**config.mk**
```make
export PLATFORM = sky130hd
export DESIGN_NAME = cp0_exc_ctrl
export DESIGN_NICKNAME = d
export VERILOG_FILES = /design/src/rtl/cp0_exc_ctrl.sv
export SDC_FILE = /design/constraint.sdc
export NUM_CORES = 1
export LEC_CHECK = 0
export CAP_MARGIN = 10
export CORE_MARGIN = 3
export CORE_UTILIZATION = 25
export CTS_BUF_LIST = sky130_fd_sc_hd__clkbuf_16
export DETAILED_ROUTE_END_ITERATION = 8
export GPL_ROUTABILITY_DRIVEN = 0
export PLACE_DENSITY = 0.56
export REMOVE_ABC_BUFFERS = 1
export SETUP_SLACK_MARGIN = 0.02
export SLEW_MARGIN = 20
export SYNTH_ARGS = -nofsm -noshare
export SYNTH_HDL_FRONTEND = slang
export SYNTH_SLANG_ARGS = --single-unit
```
**constraint.sdc**
```tcl
create_clock -name clk_i -period 5.52 [get_ports clk_i]
set_input_delay 1.104 -clock clk_i [delete_from_list [all_inputs] [get_ports clk_i]]
set_output_delay 1.104 -clock clk_i [all_outputs]
set_load 0.01 [all_outputs]
```
**src/rtl/cp0_exc_ctrl.sv**
```systemverilog
// Coprocessor-0 for the 5-stage MIPS core: SR/Cause/EPC storage, exception/interrupt
// decision at the M stage, and the combinational Req flush request for the pipeline.
module cp0_exc_ctrl #(
    parameter logic [4:0]  EXCNO   = 5'h1f,
    parameter logic [4:0]  EXC_INT = 5'd0,
    parameter logic [31:0] PRID    = 32'h2024_0001
) (
    input  logic        clk_i,
    input  logic        reset_i,
    input  logic        en_i,
    input  logic [4:0]  CP0Add_i,
    input  logic [31:0] CP0In_i,
    output logic [31:0] CP0Out_o,
    input  logic [31:0] VPC_i,
    input  logic        BDIn_i,
    input  logic [4:0]  ExcCodeIn_i,
    input  logic [5:0]  HWInt_i,
    input  logic        EXLClr_i,
    output logic        Req_o,
    output logic [31:0] EPCOut_o
);

    localparam logic [4:0] ADDR_SR    = 5'd12;
    localparam logic [4:0] ADDR_CAUSE = 5'd13;
    localparam logic [4:0] ADDR_EPC   = 5'd14;
    localparam logic [4:0] ADDR_PRID  = 5'd15;

    // Only the architecturally defined fields are stored; every other bit reads as zero.
    logic [5:0]  imQ, imD;
    logic        exlQ, exlD;
    logic        ieQ, ieD;
    logic        bdQ, bdD;
    logic [5:0]  ipQ, ipD;
    logic [4:0]  excCodeQ, excCodeD;
    logic [31:0] epcQ, epcD;

    logic        intReq;
    logic        excReq;
    logic        reqInt;
    logic        srWrite;
    logic        epcWrite;
    logic [31:0] srValue;
    logic [31:0] causeValue;

    assign intReq = ~exlQ & ieQ & (|(HWInt_i & imQ));
    assign excReq = ~exlQ & (ExcCodeIn_i != EXCNO);
    assign reqInt = ~reset_i & (intReq | excReq);
    assign Req_o  = reqInt;

    assign srWrite  = en_i & ~reqInt & (CP0Add_i == ADDR_SR);
    assign epcWrite = en_i & ~reqInt & (CP0Add_i == ADDR_EPC);

    assign srValue    = {16'd0, imQ, 8'd0, exlQ, ieQ};
    assign causeValue = {bdQ, 15'd0, ipQ, 3'd0, excCodeQ, 2'b00};
    assign EPCOut_o   = epcQ;

    always_comb begin
        imD      = imQ;
        exlD     = exlQ;
        ieD      = ieQ;
        bdD      = bdQ;
        ipD      = HWInt_i;
        excCodeD = excCodeQ;
        epcD     = epcQ;

        if (reqInt) begin
            exlD     = 1'b1;
            bdD      = BDIn_i;
            excCodeD = intReq ? EXC_INT : ExcCodeIn_i;
            epcD     = BDIn_i ? (VPC_i - 32'd4) : VPC_i;
        end else begin
            if (srWrite) begin
                imD  = CP0In_i[15:10];
                exlD = CP0In_i[1];
                ieD  = CP0In_i[0];
            end
            if (epcWrite) begin
                epcD = CP0In_i;
            end
            // eret overrides an mtc0 to SR issued in the same cycle
            if (EXLClr_i) begin
                exlD = 1'b0;
            end
        end
    end

    always_ff @(posedge clk_i) begin
        if (reset_i) begin
            imQ      <= '0;
            exlQ     <= 1'b0;
            ieQ      <= 1'b0;
            bdQ      <= 1'b0;
            ipQ      <= '0;
            excCodeQ <= '0;
            epcQ     <= '0;
        end else begin
            imQ      <= imD;
            exlQ     <= exlD;
            ieQ      <= ieD;
            bdQ      <= bdD;
            ipQ      <= ipD;
            excCodeQ <= excCodeD;
            epcQ     <= epcD;
        end
    end

    always_comb begin
        CP0Out_o = 32'd0;
        case (CP0Add_i)
            ADDR_SR:    CP0Out_o = srValue;
            ADDR_CAUSE: CP0Out_o = causeValue;
            ADDR_EPC:   CP0Out_o = epcQ;
            ADDR_PRID:  CP0Out_o = PRID;
            default:    CP0Out_o = 32'd0;
        endcase
    end

endmodule

```
# Word level (Yosys, flattened, before mapping)
# Cells that the tools add are included.
[totals] regBits=52 latchBits=0 ramBits=0 romBits=0 inputBits=85 output_inout_bits=65 wordCells=37 n_memories=0
[op_classes] addsub=1 mul=0 div_mod_pow=0 magnitude_cmp=0 n_eq_ne=5 n_shift=0 mux=8 n_bitwise=12 reduce_logical=4
[ops] op="$pmux W32 S4" n=1
[ops] op="$mux W32" n=3
[ops] op="$sub A32 B3 Y32 const B" n=1
[ops] op="$eq A5 B4 Y1 const B" n=4
[ops] op="$and A1 B1 Y1" n=7
[ops] op="$and A6 B6 Y6" n=1
[ops] op="$reduce_or A6 Y1" n=1
[ops] op="$mux W5" n=1
[ops] op="$ne A5 B5 Y1 const B" n=1
[ops] op="$mux W1" n=3
[ops] op="$not A1 Y1" n=3
[ops] op="$reduce_bool A3 Y1" n=1
[ops] op="$reduce_and A2 Y1" n=1
[ops] op="$reduce_bool A2 Y1" n=1
[ops] op="$or A1 B1 Y1" n=1

# Longest topological paths before layout
# Gate-level depths: netlist (run 1).
[logic_depth] word_depth=11 ltp_mapped=7

# Worst setup path before layout (run 1)
# Ideal clock, no wire load.
[synth_path] path_type="input -> output" from="in HWInt_i[1]" to="out Req_o" arrival_ns=2.265 required_ns=4.416 slack_ns=2.151 cell_stages=5 cell_sequence="a22o_1 -> o311a_1 -> nor2_1 -> clkbuf_1 -> nor2_1"
[synth_via] elab_chain_cells=5
[synth_lines] item="start: declaration" line_no="17" rtl="input logic [5:0] HWInt_i,"
[synth_lines] item="$and A6 B6 Y6" line_no="45" rtl="assign intReq = ~exlQ & ieQ & (|(HWInt_i & imQ));"
[synth_lines] item="$reduce_or A6 Y1" line_no="45"
[synth_lines] item="$and A1 B1 Y1" line_no="45"
[synth_lines] item="$or A1 B1 Y1" line_no="47" rtl="assign reqInt = ~reset_i & (intReq | excReq);"
[synth_lines] item="$and A1 B1 Y1" line_no="47"
[synth_lines] item="end: declaration" line_no="19" rtl="output logic Req_o,"
# No other way between the ends.

# Worst setup path after layout (run 1)
[layout_path] from="in CP0Add_i[0]" to="out CP0Out_o[5]"
[layout_via] elab_chain_cells=2 elab_cells_between_ends=5 cone_classes="eq/ne (4); mux (1)"
[layout_lines] item="start: declaration" line_no="11" rtl="input logic [4:0] CP0Add_i,"
[layout_lines] item="$eq A5 B4 Y1" line_no="109" rtl="case (CP0Add_i)"
[layout_lines] item="$pmux W32 S4 *" line_no="109"
[layout_lines] item="end: declaration" line_no="13" rtl="output logic [31:0] CP0Out_o,"
# Mark *: on every way between the ends. The rest lies on a longest branch, timed or not.

==> impl_metrics.ini, run 1 <==
[sta]
relSlewSlack = 0.392
final-max-slew-violation-count = 0
fin_setup_tns_ns = 0
period_needed_ns = 4.44
tightestPinTransition_ns = 0.909
min_period_over_period = 0.805
skew_ns = 0.00965
fin_hold_ws_ns = 0.464
hold_viol = 0
max_clock_freq_mhz = 225
setup_viol = 0
rsz0062_at_grt = no

[power]
power_leakage_nw = 1.83
irDropWorstVdd_v = 0.000158
p_sw_frac = 0.281
pwr-share-seq = 0.404
p_switching_w = 0.000296
internal_power_w = 0.000759
clock_power_share = 0.342
pwr-share-comb = 0.255
powerDensity_mw_per_mm2 = 199

[worst_setup_path]
r2r_cells = 3
cpMaxStageDelayCell = clkdlybuf4s50_1
rr_startpoint = exlQ
crit_family = buffers and inverters
r2r-end = EPCOut_o[30]
cp_num_buf_inv = 3
cp_data_required_time_ns = 4.42
critPathArrivalTime_ns = 3.34
cp_cell_sequence = clkdlybuf4s50_1 -> nor2b_1 -> buf_4 -> a22oi_1 -> nor2_1 -> clkdlybuf4s50_1
regToRegSetupSlack_ns = 3.46
crit_type = in -> out
end_kind = primary output
worstSetupStartpoint = CP0Add_i[0]
crit_top_cell = clkdlybuf4s50_1
max_stage_delay_ns = 0.60
cp_max_fo = 7
start_kind = primary input

[placed_design]
dp_hpwl_um = 10400
portBuffers = 149

[global_routing]
antenna_found_initial = 0
track_usage = 0.179
grt_pass1_wl_um = 23000
grt_pass1_vias = 4070
grt-ovfl-total = 0
grt_max_degree = 54

[synth]
netlist_area_mm2 = 0.00350
syn_inst = 431
synth_area_leaders = dfxtp_1 (30%), and4_1 (5.3%), a2111oi_0 (5.0%)
ys_warn_count = 0
synth_top_family_by_area = simple AND/OR/NAND/NOR gates
synth_xor_area_frac = 0.0225
synth_edf_count = 0
ys_seq_elements = 52
synth_area_per_cell_um2 = 8.12
synth_top_flop_cell = dfxtp_1
synth.most_common_cell = dfxtp_1
synth-async-reset-ratio = 0
synth_cell_types = 54
yosys-top-cells-count = dfxtp_1 (52), clkbuf_1 (40), nor2_1 (35)
synth-simple-area-share = 0.292
seq_area_frac_synth = 0.297
synth_compound_area_frac = 0.281
yosysTopAreaCell = dfxtp_1
synthAdderAreaFrac = 0.00357
yosysTopAreaCellShare = 0.297
synthMuxAreaShare = 0.0486

[layout]
drive_gt1_frac = 0.0614
antenna_cells = 0
layout.nets = 639
areaGrowthSynthToFinish_pct = 51.5

[worst_hold_path]
worstHoldStart = excCodeQ[3]
min_to = excCodeQ[3]
hold_depth = 2
min_path_type = reg -> reg

[clocking]
cts-htree-levels = 2
holdBufCountCts = 0
cts_resized = 0
clkLatencyLatePin_ns = 0.29
cts_tree = yes
cts_inserted_buffers = 5
path_clk_slew_ns = 0.07
clockBufferDepth = 2
cts.sinks = 52
clockRootBuffer = clkbuf_16
post-cts-setup-buffers = 0

[floorplan]
die_area_mm2 = 0.0155
start_util = 0.260
placementRows = 42
io_pins = 150
core-area_mm2 = 0.0135
die_h_um = 124
die_w_um = 124

[drt]
wirelength_um = 14300
routedWlPerCell_um = 19.6
routed_via_density = 5.58
vias = 4077
dr.first_iter.drc_count = 215
drt-pass1-iter-count = 5
drc_errors = 0
ant_nets = 0

[run]
cap_violations = 0

[outcome]
status = finished, final reports clean
==> metrics by stage <==
stage,instances,instance area (um^2),total power (W),util,worst slack [ns]
2_1_floorplan,386,3330,0.000527,-,1.12
3_3_place_gp,722,5140,0.000699,0.382,1.05
3_5_place_dp,722,5140,0.000702,0.382,1.04
4_1_cts,730,5300,0.00106,0.394,1.02
5_1_grt,730,5300,0.00110,0.394,0.901
6_report,730,5300,0.00105,0.394,1.08
==> flip-flops by register name (all words and copies together) (netlist names) <==
name / count
EPCOut_o: 32
imQ: 6
ipQ: 6
excCodeQ: 5
bdQ: 1
exlQ: 1
ieQ: 1
==> cell families after synthesis <==
group           count (synthesis)
xor+xnor                        9
fa+ha+maj                       1
mux                            17
buf+inv                        51
simple gates                  168
compound gates                133
flops                          52
==> worst min-delay path: stages, from the launching register on <==
cell and delay (ns):
dfxtp_1 0.31, nand3_1 0.06, a21oi_1 0.05
==> power groups by stage <==
stage                      logic, W  clock network [W]  registers (W)
after floorplan           0.0000888                  0       0.000438
after global placement     0.000265                  0       0.000434
after detailed placement   0.000268                  0       0.000434
after CTS                  0.000269           0.000368       0.000426
after global routing       0.000291           0.000384       0.000430
final                      0.000269           0.000360       0.000426
==> layer usage <==
metal,wire length (um),GRT usage,vias up
met5,0,0,-
met4,98,0.0277,0
li1,-,-,1967
met3,1090,0.0343,6
met1,6530,0.251,1938
met2,6630,0.291,166
==> area by class of cell <==
class	count	area [um^2]
timing repair buffer	160	1570
sequential	52	1040
fill	1395	8150
inverter	6	22.5
clock inverter	3	42.5
multi-input combinational	328	2280
clock buffer	5	125
tap	176	220
==> worst max-delay path by stage <==
stage,endpoint,cells after the start
global placement,CP0Out_o[5],7
finish,CP0Out_o[5],6
global route,CP0Out_o[5],6
floorplan,Req_o,4
detailed placement,CP0Out_o[5],6
CTS,CP0Out_o[5],6
==> placed cells by master, fill, tap and decap left out, types with 5 or more instances in the layout <==
cell type	count
a2111oi_0	20
a211oi_1	19
a21oi_1	27
a22oi_1	6
a311oi_1	13
and3_1	16
and4_1	21
buf_4	11
clkbuf_16	5
clkdlybuf4s50_1	148
dfxtp_1	52
inv_1	6
mux2i_1	17
nand2_1	7
nand3_1	16
nand4_1	13
nor2_1	35
nor2b_1	7
nor3_1	7
nor4_1	7
o21ai_0	6
o31ai_1	17
or3_1	8
or4_1	11
xnor2_1	6
Power figures use the tool's default switching activity.
==> run 2: changes to the inputs <==
==> constraint.sdc (replaced) <==
create_clock -name clk_i -period 4.3 [get_ports clk_i]
set_input_delay 0.86 -clock clk_i [delete_from_list [all_inputs] [get_ports clk_i]]
set_output_delay 0.86 -clock clk_i [all_outputs]
set_load 0.01 [all_outputs]
==> run 2 against run 1 <==
Global-route usage about the same; sequential cell count unchanged; clock power increased by 18%; critical path type unchanged; largest power group unchanged; highest routed layer unchanged.
==> impl_metrics.ini, run 2 (synthesis results as in run 1) <==
[outcome]
status = finished, final reports clean

[clocking]
cts-htree-levels = 2
cts_resized = 0
holdBufCountCts = 0
clkLatencyLatePin_ns = 0.30
cts.sinks = 52
path_clk_slew_ns = 0.07
cts_inserted_buffers = 5
post-cts-setup-buffers = 0
cts_tree = yes
clockBufferDepth = 2
clockRootBuffer = clkbuf_16

[sta]
hold_viol = 0
min_period_over_period = 0.861
skew_ns = 0.0115
setup_viol = 0
relSlewSlack = 0.411
final-max-slew-violation-count = 0
max_clock_freq_mhz = 270
tightestPinTransition_ns = 0.881
period_needed_ns = 3.70
fin_hold_ws_ns = 0.466
rsz0062_at_grt = no
fin_setup_tns_ns = 0

[global_routing]
grt-ovfl-total = 0
grt_max_degree = 53
grt_pass1_wl_um = 22900
track_usage = 0.179
grt_pass1_vias = 4114
antenna_found_initial = 0

[drt]
wirelength_um = 14400
drc_errors = 0
drt-pass1-iter-count = 5
ant_nets = 0
vias = 4146
dr.first_iter.drc_count = 313
routed_via_density = 5.63
routedWlPerCell_um = 19.6

[worst_setup_path]
cp_max_fo = 15
max_stage_delay_ns = 0.60
start_kind = primary input
cp_data_required_time_ns = 3.44
crit_type = in -> out
critPathArrivalTime_ns = 2.84
cp_cell_sequence = clkdlybuf4s50_1 -> nand3b_1 -> nor3_1 -> clkdlybuf4s50_1
end_kind = primary output
cpMaxStageDelayCell = clkdlybuf4s50_1
crit_top_cell = clkdlybuf4s50_1

[layout]
largest_reg_flops = 32
areaGrowthSynthToFinish_pct = 52.9
drive_gt1_frac = 0.0731
antenna_cells = 0
mostFrequentLayoutCell = clkdlybuf4s50_1
layout.cells.non_filler = 737
layout.nets = 646
mostFrequentLayoutCells = clkdlybuf4s50_1 (148), dfxtp_1 (52), nor2_1 (35)

[floorplan]
io_pins = 150
core-area_mm2 = 0.0135
placementRows = 42
die_area_mm2 = 0.0155
die_h_um = 124
start_util = 0.260
die_w_um = 124

[power]
irDropWorstVdd_v = 0.000173
powerDensity_mw_per_mm2 = 247
p_total_w = 0.00132
power_leakage_nw = 1.86

[placed_design]
dp.cells = 729
dp_hpwl_um = 10700
portBuffers = 149

[worst_hold_path]
min_path_type = reg -> reg

[run]
cap_violations = 0
## run 2: per-stage QoR
step / utilization / setup WS [ns] / instance area [um^2]
CTS: 0.398 / 0.564 / 5350
floorplan: - / 0.386 / 3330
global route: 0.398 / 0.428 / 5350
global placement: 0.387 / 0.641 / 5200
finish: 0.398 / 0.599 / 5350
detailed placement: 0.387 / 0.575 / 5200
## run 2: power by group
group | total, W | internal, W | switching (W)
Sequential | 0.000546 | 0.000518 | 0.0000281
Combinational | 0.000350 | 0.000185 | 0.000165
Clock | 0.000424 | 0.000221 | 0.000203
Total | 0.00132 | 0.000924 | 0.000396
## run 2: final timing paths
| kind | start | end | slack [ns] | depth (start not counted) |
|---|---|---|---|---|
| max reg2reg | imQ[1] | EPCOut_o[30] | 2.21 | 4 |
| min reg2reg | excCodeQ[3] | excCodeQ[3] | 0.47 | 2 |
| max | CP0Add_i[4] | CP0Out_o[1] | 0.60 | 4 |
| min | excCodeQ[3] | excCodeQ[3] | 0.47 | 2 |
## run 2: area by class of cell
class,count,area [um^2]
well taps,176,220
repair buffers,167,1630
multi-input cells,328,2280
flip-flops and latches,52,1040
fillers,1397,8100
inverters,6,22.5
clock buffers,5,125
clock inverters,3,25.0
## run 2: layer usage
metal	vias up	GRT usage	share of wire
li1	1991	-	-
met1	1981	0.249	0.46
met2	162	0.297	0.47
met3	12	0.0317	0.057
met4	0	0.0239	0.0082
met5	-	0	0
## run 2: worst max-delay path: cells and delay by family
| family | cells | cell delay (ns) |
|---|---|---|
| buffers and inverters | 2 | 1.01 |
| AND/OR/NAND/NOR | 2 | 0.96 |
==> run 3: changes to the inputs <==
==> constraint.sdc (replaced) <==
create_clock -name clk_i -period 4.7 [get_ports clk_i]
set_input_delay 0.94 -clock clk_i [delete_from_list [all_inputs] [get_ports clk_i]]
set_output_delay 0.94 -clock clk_i [all_outputs]
set_load 0.01 [all_outputs]
==> run 3 against run 2 <==
Power down 5.1%; critical path depth up 3; wire length down 1.1%; non-clock buffer count down 3; sequential cell count unchanged; via count down 2.0%; clock-buffer cell count unchanged; setup slack better by 0.28 ns; cell count down 0.41%; critical path type unchanged.
==> impl_metrics.ini, run 3 (synthesis results as in run 1) <==
[outcome]
status = finished, final reports clean

[global_routing]
grt_pass1_wl_um = 23100
grt_max_degree = 53
grt_pass1_vias = 4231
antenna_found_initial = 0
track_usage = 0.180
grt-ovfl-total = 0

[power]
powerDensity_mw_per_mm2 = 234
power_leakage_nw = 1.85
p_total_w = 0.00125
irDropWorstVdd_v = 0.000179

[floorplan]
core-area_mm2 = 0.0135
die_h_um = 124
start_util = 0.260
die_w_um = 124
die_area_mm2 = 0.0155
placementRows = 42
io_pins = 150

[drt]
drt-pass1-iter-count = 4
routed_via_density = 5.53
vias = 4062
drc_errors = 0
routedWlPerCell_um = 19.4
wirelength_um = 14300
dr.first_iter.drc_count = 297
ant_nets = 0

[sta]
rsz0062_at_grt = no
setup_slack_ns = 0.877
setup_viol = 0
min_period_over_period = 0.813
max_clock_freq_mhz = 262
fin_setup_tns_ns = 0
relSlewSlack = 0.454
final-max-slew-violation-count = 0
skew_ns = 0.00913
hold_viol = 0
period_needed_ns = 3.82
tightestPinTransition_ns = 0.817

[worst_setup_path]
cp_data_required_time_ns = 3.76
start_kind = primary input
end_kind = primary output
cp_max_fo = 17
critPathArrivalTime_ns = 2.88
crit_type = in -> out

[layout]
mostFrequentLayoutCells = clkdlybuf4s50_1 (148), dfxtp_1 (52), nor2_1 (35)
drive_gt1_frac = 0.0681
largest_reg_flops = 32
layout.nets = 643
mostFrequentLayoutCell = clkdlybuf4s50_1
final_util = 0.397
areaGrowthSynthToFinish_pct = 52.5
antenna_cells = 0

[clocking]
cts-htree-levels = 2
holdBufCountCts = 0
path_clk_slew_ns = 0.07
cts_tree = yes
clockRootBuffer = clkbuf_16
cts_resized = 0
cts.sinks = 52
post-cts-setup-buffers = 0
clkLatencyLatePin_ns = 0.29
cts_inserted_buffers = 5
clockBufferDepth = 2

[placed_design]
place_ws_ns = 0.900
portBuffers = 149
dp_hpwl_um = 10400

[worst_hold_path]
min_path_type = reg -> reg

[run]
cap_violations = 0
run 3: changes by cell type in the layout (fill, tap and decap cells not counted), sizes merged:
cell | before | now
buf | 19 | 16
bufinv | 0 | 1
clkinv | 0 | 2
clkinvlp | 1 | 0
inv | 8 | 6
run 3: layout make-up:
class / instances / area, um^2
clock buffer: 5 / 125
clock inverter: 3 / 47.5
fill: 1409 / 8110
inverter: 6 / 22.5
multi-input combinational: 328 / 2280
sequential: 52 / 1040
tap: 176 / 220
timing repair buffer: 164 / 1600
run 3: critical path, stage by stage:
cell	delay (ns)
clkdlybuf4s50_1	0.46
buf_4	0.22
nor2b_2	0.20
buf_4	0.24
a22oi_1	0.12
nor2_1	0.12
clkdlybuf4s50_1	0.55
run 3: stage by stage:
stage          instances  cell area, um^2  hold WS (ns)
6_report             734             5340         0.469
5_1_grt              734             5340         0.497
3_5_place_dp         726             5170         0.459
2_1_floorplan        386             3330         0.437
4_1_cts              734             5340         0.470
3_3_place_gp         726             5170         0.459
run 3: path summary, 6_finish.rpt:
| path | cells after the start | from | slack (ns) | end |
|---|---|---|---|---|
| worst max-delay path | 7 | CP0Add_i[1] | 0.88 | CP0Out_o[4] |
| worst min-delay path | 2 | excCodeQ[3] | 0.47 | excCodeQ[3] |
| worst max register to register | 3 | exlQ | 2.63 | EPCOut_o[28] |
| worst min register to register | 2 | excCodeQ[3] | 0.47 | excCodeQ[3] |
run 3: power by group:
part / internal [W] / switching [W] / total [W]
logic: 0.000168 / 0.000149 / 0.000317
registers: 0.000474 / 0.0000266 / 0.000501
clock network: 0.000254 / 0.000181 / 0.000435
run 3: routing by layer:
layer  vias to the layer above  GRT usage  wire length (um)
li1                       1979          -                 -
met1                      1933      0.250              6700
met2                       140      0.298              6670
met3                        10     0.0322               819
met4                         0     0.0271                91
met5                         -          0                 0
